$ cat config.mk
export PLATFORM = sky130hd
export DESIGN_NAME = pdm_stereo_cic
export DESIGN_NICKNAME = d
export VERILOG_FILES = /design/src/rtl/mic_pkg.sv /design/src/rtl/cic3_decim.sv /design/src/rtl/pdm_stereo_cic.sv
export SDC_FILE = /design/constraint.sdc
export NUM_CORES = 1
export LEC_CHECK = 0
export ABC_AREA = 1
export CORE_MARGIN = 2
export CORE_UTILIZATION = 43
export DETAILED_ROUTE_END_ITERATION = 10
export PLACE_DENSITY = 0.71
export SKIP_CTS_REPAIR_TIMING = 1
export SYNTH_ARGS = -nofsm -noshare
export SYNTH_HDL_FRONTEND = slang
export SYNTH_SLANG_ARGS = --single-unit
$ cat constraint.sdc
create_clock -name std_clk -period 16.69 [get_ports std_clk]
set_input_delay 5.007 -clock std_clk [delete_from_list [all_inputs] [get_ports std_clk]]
set_output_delay 5.007 -clock std_clk [all_outputs]
set_load 0.02 [all_outputs]
$ cat src/rtl/mic_pkg.sv
`default_nettype none
// +------------------------------------------------------------------+
// | mic_pkg                                                          |
// | Shared types and sizing helpers for the PDM microphone front-end |
// | Revision: 1.0                                                    |
// +------------------------------------------------------------------+
package mic_pkg;

   localparam int CIC_ORDER = 3;

   typedef logic signed [1:0] pdm_s_t;

   // Hogenauer growth: 2-bit +/-1 input plus N*log2(R)
   function automatic int cic_out_w(input int r);
      return 2 + CIC_ORDER * $clog2(r);
   endfunction

   function automatic pdm_s_t pdm_map(input logic b);
      return b ? 2'sb01 : 2'sb11;
   endfunction

endpackage
`default_nettype wire

$ cat src/rtl/cic3_decim.sv
`default_nettype none
// +------------------------------------------------------------------+
// | cic3_decim                                                       |
// | 3rd-order CIC decimator for one PDM channel, modulo arithmetic   |
// | Revision: 1.0                                                    |
// +------------------------------------------------------------------+
module cic3_decim
   import mic_pkg::*;
#(
   parameter int OUT_W = 17
) (
   input  logic             std_clk,
   input  logic             s_n_rst,
   input  pdm_s_t           pdm_in,
   input  logic             dec_stb,
   output logic [OUT_W-1:0] pcm_out
);

   logic [OUT_W-1:0] r_integ    [CIC_ORDER];
   logic [OUT_W-1:0] w_integ_in [CIC_ORDER];
   logic [OUT_W-1:0] r_dly      [CIC_ORDER];
   logic [OUT_W-1:0] w_comb_in  [CIC_ORDER];
   logic [OUT_W-1:0] w_acc;
   logic [OUT_W-1:0] w_comb_out;
   logic [OUT_W-1:0] r_latch;
   logic [OUT_W-1:0] r_comb_out;
   logic             r_comb_en;

   always_comb begin
      w_integ_in[0] = {{(OUT_W-2){pdm_in[1]}}, pdm_in};
      for (int i = 1; i < CIC_ORDER; i++) begin
         w_integ_in[i] = r_integ[i-1];
      end
   end

   // Whole comb cascade settles combinationally within the update cycle
   always_comb begin
      w_acc = r_latch;
      for (int i = 0; i < CIC_ORDER; i++) begin
         w_comb_in[i] = w_acc;
         w_acc        = w_acc - r_dly[i];
      end
      w_comb_out = w_acc;
   end

   always_ff @(posedge std_clk or posedge s_n_rst) begin
      if (s_n_rst) begin
         for (int i = 0; i < CIC_ORDER; i++) begin
            r_integ[i] <= '0;
            r_dly[i]   <= '0;
         end
         r_latch    <= '0;
         r_comb_en  <= 1'b0;
         r_comb_out <= '0;
      end else begin
         for (int i = 0; i < CIC_ORDER; i++) begin
            r_integ[i] <= r_integ[i] + w_integ_in[i];
         end
         r_comb_en <= dec_stb;
         if (dec_stb) begin
            r_latch <= r_integ[CIC_ORDER-1];
         end
         if (r_comb_en) begin
            for (int i = 0; i < CIC_ORDER; i++) begin
               r_dly[i] <= w_comb_in[i];
            end
            r_comb_out <= w_comb_out;
         end
      end
   end

   assign pcm_out = r_comb_out;

endmodule
`default_nettype wire

$ cat src/rtl/pdm_stereo_cic.sv
`default_nettype none
// +------------------------------------------------------------------+
// | pdm_stereo_cic                                                   |
// | DDR PDM split, dual CIC decimation and 1-deep valid/ready output |
// | Revision: 1.0                                                    |
// +------------------------------------------------------------------+
module pdm_stereo_cic
   import mic_pkg::*;
#(
   parameter int DECIM = 32,
   parameter int OUT_W = cic_out_w(DECIM)
) (
   input  logic                    std_clk,
   input  logic                    s_n_rst,
   input  logic                    mic_data,
   input  logic                    pcm_ready,
   input  logic                    ovr_clr,
   output logic signed [OUT_W-1:0] pcm_ch0,
   output logic signed [OUT_W-1:0] pcm_ch1,
   output logic                    pcm_valid,
   output logic                    overrun
);

   localparam int CNT_W = $clog2(DECIM);

   logic             r_ch0_neg;
   logic [CNT_W-1:0] r_frm_cnt;
   logic             w_dec_stb;
   logic             r_stb_q1;
   logic             r_stb_q2;
   pdm_s_t           w_pdm_ch0;
   pdm_s_t           w_pdm_ch1;
   logic [OUT_W-1:0] w_cic_ch0;
   logic [OUT_W-1:0] w_cic_ch1;
   logic [OUT_W-1:0] r_pcm_ch0;
   logic [OUT_W-1:0] r_pcm_ch1;
   logic             r_pcm_valid;
   logic             r_overrun;
   logic             w_xfer;

   // ch0 is stable around the falling edge; ch1 is taken live at the rising edge
   always_ff @(negedge std_clk or posedge s_n_rst) begin
      if (s_n_rst) r_ch0_neg <= 1'b0;
      else         r_ch0_neg <= mic_data;
   end

   assign w_pdm_ch0 = pdm_map(r_ch0_neg);
   assign w_pdm_ch1 = pdm_map(mic_data);
   assign w_dec_stb = &r_frm_cnt;

   always_ff @(posedge std_clk or posedge s_n_rst) begin
      if (s_n_rst) begin
         r_frm_cnt <= '0;
         r_stb_q1  <= 1'b0;
         r_stb_q2  <= 1'b0;
      end else begin
         r_frm_cnt <= r_frm_cnt + 1'b1;
         r_stb_q1  <= w_dec_stb;
         r_stb_q2  <= r_stb_q1;
      end
   end

   cic3_decim #(.OUT_W(OUT_W)) u_cic_ch0 (
      .std_clk (std_clk),
      .s_n_rst (s_n_rst),
      .pdm_in  (w_pdm_ch0),
      .dec_stb (w_dec_stb),
      .pcm_out (w_cic_ch0)
   );

   cic3_decim #(.OUT_W(OUT_W)) u_cic_ch1 (
      .std_clk (std_clk),
      .s_n_rst (s_n_rst),
      .pdm_in  (w_pdm_ch1),
      .dec_stb (w_dec_stb),
      .pcm_out (w_cic_ch1)
   );

   assign w_xfer = r_pcm_valid & pcm_ready;

   // A held sample wins over a new one; set of overrun beats a clear
   always_ff @(posedge std_clk or posedge s_n_rst) begin
      if (s_n_rst) begin
         r_pcm_ch0   <= '0;
         r_pcm_ch1   <= '0;
         r_pcm_valid <= 1'b0;
         r_overrun   <= 1'b0;
      end else begin
         if (r_stb_q2) begin
            if (!r_pcm_valid || w_xfer) begin
               r_pcm_ch0   <= w_cic_ch0;
               r_pcm_ch1   <= w_cic_ch1;
               r_pcm_valid <= 1'b1;
            end
         end else if (w_xfer) begin
            r_pcm_valid <= 1'b0;
         end
         if (r_stb_q2 && r_pcm_valid && !pcm_ready) begin
            r_overrun <= 1'b1;
         end else if (ovr_clr) begin
            r_overrun <= 1'b0;
         end
      end
   end

   assign pcm_ch0   = r_pcm_ch0;
   assign pcm_ch1   = r_pcm_ch1;
   assign pcm_valid = r_pcm_valid;
   assign overrun   = r_overrun;

endmodule
`default_nettype wire

Word level (Yosys, flattened, before mapping). Index checks and enable logic that the tools add are counted. W data, S select, Z words.

$add $sub $neg: 13. Equality and inequality tests: 1. Multiplexer cells: 7. Bitwise operators: 1. Reduce and logical (&&, ||, !) cells: 10.

Operators by type and width (number): $add A17 B17 Y17 (6); $sub A17 B17 Y17 (6); $add A5 B1 Y5 const B (1); $mux W1 (5); $reduce_and A5 Y1 (1); $mux W2 (2); $reduce_and A2 Y1 (2); $reduce_bool A2 Y1 (2); $logic_and A1 B1 Y1 (2); $logic_not A1 Y1 (2); $ne A2 B1 Y1 const B (1); $and A1 B1 Y1 (1); $logic_or A1 B1 Y1 (1).

Register bits after elaboration: 316. Input port bits: 5. Output and inout bits: 36. Logic and storage cells: 56.

Logic depth before layout (Yosys ltp).
Depth after elaboration: 4. Mapped depth: 32.

Modules after synthesis. A second synthesis with hierarchy kept.

Cells, all modules: 2218. Area total of the unflattened synthesis: 19516.2 um2.

By module, submodules not included: cic3_decim at u_cic_ch1 (times used 1, cells an instance 1019, area each 8914.8 um2, sequential area each 3428.3 um2); cic3_decim at u_cic_ch0 (times used 1, cells an instance 1021, area each 8867.3 um2, sequential area each 3428.3 um2); pdm_stereo_cic (times used 1, cells an instance 178, area each 1734.2 um2, sequential area each 1101.1 um2).

==> out/metrics.csv <==
metric,value,unit
status,completed,
initial_utilization,43.6,%
drt_wl_total,35500,um
min_path_type,reg2reg,
cts_tree,yes,
grt_setup_unrepaired,no,
syn_to_final_growth,11.3,%
dpl.cell_count,2754,
endpoint_kind,flop,
dpl.hpwl,26200,um
avgRoutedWirePerCell,12.6,um
die-width,216,um
grt_pass1_vias,14300,
vias,14000,
grt_usage,15.8,%
grt_max_degree,188,
reg2reg_depth,11,
drtPass1Iterations,4,
grt_pass1_wl,63700,um
final_nets,2408,
htree_levels,2,
synth_seq_area_share,41.0,%
slowest_stage,clkdlybuf4s50_1,
hp-start,r_frm_cnt[0],
grt-ovfl-total,0,
fin_cells,2816,
synth_nets,2362,
syn_avg_cell_area,8.96,um2
place_congestion,0.866,
yosys-top-cells-count,"nand2_1, dfrtp_1, inv_1, ha_1, o21ai_0",
clk_pin_slew_worst_paths,0.06,ns
synth_area_leaders,"dfrtp_1, ha_1, nand2_1, xor2_1, inv_1",
ios,41,
hold_path_depth,1,
relSlewSlack,33.6,%
final_max_slew_viol_count,0,
setup_viol,0,
die_area,46600,um2
reg2reg_slack,5.80,ns
crit_buf_inv,1,
clk_path_buf_depth,3,
drcViolationCount,0,
rows,77,
cp-start-kind,input pin,
synth_edf_count,0,
port_buffers,40,
hold-path-endpoint,r_frm_cnt[0],
arrival,5.58,ns
worstReg2RegEnd,u_cic_ch0.r_integ[47],
root_buffer,clkbuf_16,
cap_violations,0,
syn-cell-area,19300,um2
drive_gt1_share,9.98,%
crit_family,buffers and inverters,
clkSinkCount,316,
ys_async_sr_fraction,100,%
die_height,216,um
crit_fanout,3,
vias_per_cell,4.98,
numCtsBuffers,35,
path_cells,clkdlybuf4s50_1,
worstSkewPairLatency,0.52,ns
drt_iter0_markers,700,
path_class,in2reg,
coreArea,44200,um2
fin_worst_skew,0.0180,ns
yosys.cell_types.count,59,
yosys.area.top_type,dfrtp_1,
syn-instance-count,2153,
synth-seq-cells,316,
yosys_most_used_dff,dfrtp_1,
synth_top_area_share,40.8,%
antenna_left,0,
rr_startpoint,r_ch0_neg,
synth_most_common_cell,nand2_1,
worstMarginPinSlew,0.996,ns
diodes,0,
finalHoldViolCount,0,
antenna_found_initial,0,
required,8.63,ns
slowest_delay,0.57,ns
yosys_warnings,0,
layout make-up:
cell class / count / area (um2)
repair buffers: 47 / 465
fillers: 4009 / 22700
inverters: 276 / 1040
clock buffers: 49 / 978
multi-input cells: 1523 / 10200
flip-flops and latches: 316 / 7910
clock inverters: 13 / 169
well taps: 592 / 741
through the flow:
stage | TNS [ns] | area (um2) | setup slack (ns) | hold WS, ns | util, %
finish | 0 | 21500 | 3.05 | 0.461 | 48.6
global route | 0 | 21500 | 3.07 | 0.467 | 48.6
CTS | 0 | 21500 | 3.08 | 0.457 | 48.6
detailed placement | 0 | 20300 | 2.53 | 0.447 | 46.0
global placement | 0 | 20300 | 2.51 | 0.435 | 46.0
floorplan | -0.712 | 19300 | -0.712 | 0.352 | -
layout by cell type, fill, tap and decap left out, types with 22 or more instances in the layout:
cell and n:
nand3_1 61, mux2_2 52, o21ai_2 29, nor2_1 59, inv_1 266, o21ai_0 159
clkdlybuf4s50_1 40, a21oi_1 157, xor2_1 115, xnor2_1 52, dfrtp_1 314, nand2_1 429
ha_1 192, o21ai_1 22, clkbuf_16 35
how the worst max path moves through the flow:
stage / start / to / slack [ns] / depth (start not counted)
after floorplan: s_n_rst / r_ch0_neg / -0.71 / 1
after global placement: mic_data / r_ch0_neg / 2.51 / 1
after CTS: mic_data / r_ch0_neg / 3.08 / 1
final: mic_data / r_ch0_neg / 3.05 / 1
after global routing: mic_data / r_ch0_neg / 3.07 / 1
after detailed placement: mic_data / r_ch0_neg / 2.53 / 1
kinds of logic after synthesis:
kind of cell             share of synthesized area, %
AO/OA/AOI/OAI                                    14.1
XOR/XNOR                                         7.66
adder cells (fa/ha/maj)                          13.7
buffers and inverters                            6.28
flip-flops                                       41.0
multiplexers                                     3.03
AND/OR/NAND/NOR                                  14.2
flip-flops by register name (all words and copies together) (netlist names), 51 cells and up:
register	count
u_cic_ch0.r_integ	51
u_cic_ch1.r_dly	51
u_cic_ch1.r_integ	51
u_cic_ch0.r_dly	51
per-layer routing:
layer | vias up | global-route usage, % | share of wire (%)
li1 | 7257 | - | -
met1 | 6527 | 19.6 | 47
met2 | 164 | 28.0 | 48
met3 | 62 | 2.34 | 2.7
met4 | 0 | 5.43 | 2.6
met5 | - | 0 | 0
Power is left out: the tool's default activity adds up to more than one toggle a clock period on the data nets, which glitch-free logic cannot reach.
